--- src/rtl/serial_arith_pkg.sv ---
// Shared state encodings for the bit-serial arithmetic blocks.
// Reused by the serial adder and serial subtractor.
package serial_arith_pkg;

  localparam int ST_W = 2;

  typedef enum logic [ST_W-1:0] {
    ST_IDLE  = 2'd0,
    ST_SHIFT = 2'd1,
    ST_DONE  = 2'd2
  } state_e;

endpackage

--- src/rtl/one_bit_subtractor.sv ---
// Gate-level full-subtractor cell: D = A-B-Bin, Bout = borrow out.
// Built from primitive gates only.
module one_bit_subtractor (
  input  logic A,
  input  logic B,
  input  logic Bin,
  output logic D,
  output logic Bout
);

  logic ab_x;
  logic a_n;
  logic p_ab;
  logic p_ai;
  logic p_bi;

  xor u_x0 (ab_x, A, B);
  xor u_x1 (D, ab_x, Bin);
  not u_n0 (a_n, A);
  and u_a0 (p_ab, a_n, B);
  and u_a1 (p_ai, a_n, Bin);
  and u_a2 (p_bi, B, Bin);
  or  u_o0 (Bout, p_ab, p_ai, p_bi);

endmodule

--- src/rtl/serial_subtractor.sv ---
// Bit-serial subtractor: Result = A - B - Bin over WIDTH clocks, LSB first.
// One shared full-subtractor cell plus a registered borrow chain.
module serial_subtractor
  import serial_arith_pkg::*;
#(
  parameter int WIDTH = 8
) (
  input  logic             Clk,
  input  logic             Reset,
  input  logic             Start,
  input  logic [WIDTH-1:0] A,
  input  logic [WIDTH-1:0] B,
  input  logic             Bin,
  output logic             Busy,
  output logic             Done,
  output logic [WIDTH-1:0] Result,
  output logic             Bout,
  output logic             Ovf
);

  localparam int CNT_W = $clog2(WIDTH);
  localparam logic [CNT_W-1:0] LAST = CNT_W'(WIDTH - 1);

  state_e           state_q, state_d;
  logic [WIDTH-1:0] a_q, a_d;
  logic [WIDTH-1:0] b_q, b_d;
  logic [WIDTH-1:0] res_q, res_d;
  logic [CNT_W-1:0] cnt_q, cnt_d;
  logic             brw_q, brw_d;
  logic             bout_q, bout_d;
  logic             ovf_q, ovf_d;
  logic             amsb_q, amsb_d;
  logic             bmsb_q, bmsb_d;

  logic             cell_d;
  logic             cell_bo;

  one_bit_subtractor u_cell (
    .A    (a_q[0]),
    .B    (b_q[0]),
    .Bin  (brw_q),
    .D    (cell_d),
    .Bout (cell_bo)
  );

  always_comb begin
    state_d = state_q;
    a_d     = a_q;
    b_d     = b_q;
    res_d   = res_q;
    cnt_d   = cnt_q;
    brw_d   = brw_q;
    bout_d  = bout_q;
    ovf_d   = ovf_q;
    amsb_d  = amsb_q;
    bmsb_d  = bmsb_q;
    unique case (state_q)
      ST_IDLE, ST_DONE: begin
        state_d = ST_IDLE;
        if (Start) begin
          state_d = ST_SHIFT;
          a_d     = A;
          b_d     = B;
          brw_d   = Bin;
          cnt_d   = '0;
          amsb_d  = A[WIDTH-1];
          bmsb_d  = B[WIDTH-1];
        end
      end
      ST_SHIFT: begin
        res_d = {cell_d, res_q[WIDTH-1:1]};
        brw_d = cell_bo;
        a_d   = a_q >> 1;
        b_d   = b_q >> 1;
        // Exit compare wins over the increment, so cnt never wraps.
        if (cnt_q == LAST) begin
          state_d = ST_DONE;
          bout_d  = cell_bo;
          ovf_d   = (amsb_q ^ bmsb_q) & (cell_d ^ amsb_q);
        end else begin
          cnt_d = cnt_q + CNT_W'(1);
        end
      end
      default: state_d = ST_IDLE;
    endcase
  end

  always_ff @(posedge Clk) begin
    if (Reset) begin
      state_q <= ST_IDLE;
      a_q     <= '0;
      b_q     <= '0;
      res_q   <= '0;
      cnt_q   <= '0;
      brw_q   <= 1'b0;
      bout_q  <= 1'b0;
      ovf_q   <= 1'b0;
      amsb_q  <= 1'b0;
      bmsb_q  <= 1'b0;
    end else begin
      state_q <= state_d;
      a_q     <= a_d;
      b_q     <= b_d;
      res_q   <= res_d;
      cnt_q   <= cnt_d;
      brw_q   <= brw_d;
      bout_q  <= bout_d;
      ovf_q   <= ovf_d;
      amsb_q  <= amsb_d;
      bmsb_q  <= bmsb_d;
    end
  end

  assign Busy   = (state_q == ST_SHIFT);
  assign Done   = (state_q == ST_DONE);
  assign Result = res_q;
  assign Bout   = bout_q;
  assign Ovf    = ovf_q;

endmodule

--- config.mk ---
export PLATFORM = sky130hd
export DESIGN_NAME = serial_subtractor
export DESIGN_NICKNAME = d
export VERILOG_FILES = /design/src/rtl/serial_arith_pkg.sv /design/src/rtl/one_bit_subtractor.sv /design/src/rtl/serial_subtractor.sv
export SDC_FILE = /design/constraint.sdc
export NUM_CORES = 1
export LEC_CHECK = 0
export ABC_AREA = 1
export BUFFER_PORTS_ARGS = -buffer_cell sky130_fd_sc_hd__buf_4
export CORE_MARGIN = 3
export CORE_UTILIZATION = 35
export CTS_CLUSTER_DIAMETER = 150
export DETAILED_ROUTE_END_ITERATION = 6
export MAX_ROUTING_LAYER = met4
export PLACE_DENSITY = 0.64
export SYNTH_ARGS = -nofsm -noshare
export SYNTH_HDL_FRONTEND = slang
export SYNTH_HIERARCHICAL = 1
export SYNTH_SLANG_ARGS = --single-unit
--- constraint.sdc ---
create_clock -name Clk -period 1.9 [get_ports Clk]
set_input_delay 0.475 -clock Clk [delete_from_list [all_inputs] [get_ports Clk]]
set_output_delay 0.475 -clock Clk [all_outputs]
set_load 0.005 [all_outputs]
==> flow_summary.json <==
{
  "dr_total_vias": 1381,
  "synth_top_area_cell": "dfxtp_1",
  "fin_skew_ps": 5.13,
  "maxSlewViolCount": 0,
  "core_area_um2": 4090,
  "io_pins": 32,
  "setup-violations-final": 0,
  "cts_root_buf": "clkbuf_8",
  "ys_seq_area_share_pct": 44.7,
  "path_cells": "inv_2 -> nor2_2 -> buf_4",
  "grt_antenna_before_repair": 0,
  "grt_overflow": 0,
  "drcViolationCount": 0,
  "synth_nets": 234,
  "rsz0062_at_grt": "false",
  "maxCapViolCount": 0,
  "die_area_um2": 5170,
  "postCtsSetupRepairBufs": 0,
  "reg2reg_depth": 8,
  "cts_tree": "built",
  "synth.avg_cell_area_um2": 7.21,
  "synth_seq_cells": 34,
  "p_leak_nw": 0.862,
  "hold_viol": 0,
  "status": "completed",
  "grt.total_usage_pct": 13.9,
  "yosys-top-cells-area": "dfxtp_1 45%, nand3_1 11%, nor2_1 9.4%",
  "drt_first_pass_iters": 4,
  "cts_hold_buf": 0,
  "die_w_um": 71.9,
  "cts_buffers": 5,
  "multi_input_area_um2": 664,
  "p_per_area_nw_per_um2": 873,
  "arrival_ps": 1100,
  "area_delta_synth_final_pct": 22.8,
  "synth_most_common_cell": "nor2_1",
  "drt_iter0_markers": 126,
  "yosys_warnings": 6,
  "crit_type": "flip-flop to output pin",
  "start_kind": "flip-flop",
  "dp_slack_ps": 506,
  "whs_path_depth": 3,
  "fin_setup_tns_ps": 0,
  "dp_hpwl_um": 2160,
  "htree_levels": 2,
  "worst_pin_slew_ps": 355,
  "yosys-top-cells-count": "38 x nor2_1, 34 x dfxtp_1, 32 x nand3_1",
  "synthDistinctLibCells": 20,
  "fmax_mhz": 637,
  "grt_pass1_wl_um": 5440,
  "min_period_ps": 1570,
  "drive_above_1_share_pct": 19.6,
  "num_rows": 23,
  "crit_required_ps": 1420,
  "grt_max_degree": 27,
  "die_h_um": 71.9,
  "wl_um": 3250,
  "synth_edf_count": 0,
  "num-fill-cells": 442,
  "endpoint_kind": "output pin",
  "fin_crit_sh_pct": 82.7,
  "crit_slowest_cell": "dfxtp_1",
  "wl_per_cell_um": 11.2,
  "finalPower_mw": 1.63,
  "clk_pin_slew_ps": 70,
  "clock_path_buffers": 2,
  "synth_top_area_share_pct": 44.7,
  "synth_area_um2": 1520,
  "regArea_um2": 681,
  "gp_congestion": 0.754,
  "hold_path.class": "input port to flip-flop",
  "grt_pass1_vias": 1299,
  "synthArstFlopShare_pct": 0,
  "cts.sinks": 34,
  "vdd_drop_max_uv": 305,
  "layout_setup_ws_ps": 329,
  "clk_latency_ps": 290,
  "cts-resized-gates": 0,
  "max_stage_delay_ps": 400,
  "antenna_left": 0,
  "initial_core_util_pct": 37.2,
  "syn_inst": 211,
  "synth-main-ff-cell": "dfxtp_1",
  "vias_per_cell": 4.76,
  "worstPathMaxFanout": 4,
  "io_buffer_count": 31,
  "antennaDiodeCount": 0,
  "nets": 264,
  "relSlewSlack_pct": 76.2
}
power breakdown:
group	total [mW]	switching (mW)	internal, mW
sequential	0.801	0.0276	0.773
clock	0.531	0.251	0.279
combinational	0.299	0.166	0.133
sequential cells by signal, summed over array words and instances (netlist names):
name / cells
Bout: 1
Ovf: 1
Result: 8
a_q: 8
amsb_q: 1
b_q: 8
bmsb_q: 1
brw_q: 1
cnt_q: 3
state_q: 2
cell usage in the layout, fill, tap and decap left out, drive strengths merged:
master,instances
a21oi,9
nand2,26
buf,36
nand3,32
nand3b,5
nor2,39
o21ai,10
ha,2
clkbuf,6
dfxtp,34
clkinv,1
inv,24
nor3,15
fa,1
final cells by class:
| class | count | area share, % |
|---|---|---|
| multi-input combinational | 139 | 35.6 |
| clock buffer | 6 | 4.42 |
| inverter | 25 | 5.09 |
| sequential | 34 | 36.4 |
| timing repair buffer | 36 | 15.1 |
| tap | 50 | 3.35 |
path summary, 6_finish.rpt:
path,start,to,slack [ps]
max,state_q[0]$_SDFFE_PP0P_,Busy,330
min,B[3],b_q[3]$_SDFFE_PP0P_,410
max reg2reg,a_q[0]$_SDFFE_PP0P_,Ovf$_SDFFE_PP0P_,550
min reg2reg,bmsb_q$_SDFFE_PP0P_,bmsb_q$_SDFFE_PP0P_,470
kinds of logic (layout without fill, tap and decap cells):
family / count (synthesis) / in the layout / share of synthesized area [%]
AO/OA/AOI/OAI: 19 / 19 / 6.25
adder cells (fa/ha/maj): 3 / 3 / 2.96
buffers and inverters: 38 / 67 / 11.6
flip-flops: 34 / 34 / 44.7
AND/OR/NAND/NOR: 117 / 117 / 34.5
stage by stage:
| step | cell area (um^2) | cells | hold slack (ps) | util, % |
|---|---|---|---|---|
| 2_1_floorplan | 1520 | 211 | 451 | - |
| 3_3_place_gp | 1790 | 284 | 466 | 43.7 |
| 3_5_place_dp | 1790 | 284 | 469 | 43.7 |
| 4_1_cts | 1870 | 290 | 408 | 45.7 |
| 5_1_grt | 1870 | 290 | 418 | 45.7 |
| 6_report | 1870 | 290 | 412 | 45.7 |
layer usage:
| metal | routed length [um] | track usage [%] |
|---|---|---|
| met5 | 0 | - |
| met4 | 36 | 5.64 |
| met3 | 196 | 5.26 |
| met2 | 1490 | 22.6 |
| met1 | 1530 | 15.5 |
critical path, delay by kind of cell (launching register included):
| kind | cells | cell delay [ps] |
|---|---|---|
| AND/OR/NAND/NOR | 1 | 190 |
| flip-flops | 1 | 400 |
| buffers and inverters | 2 | 230 |
No activity file was read; power rests on OpenSTA's default activity.
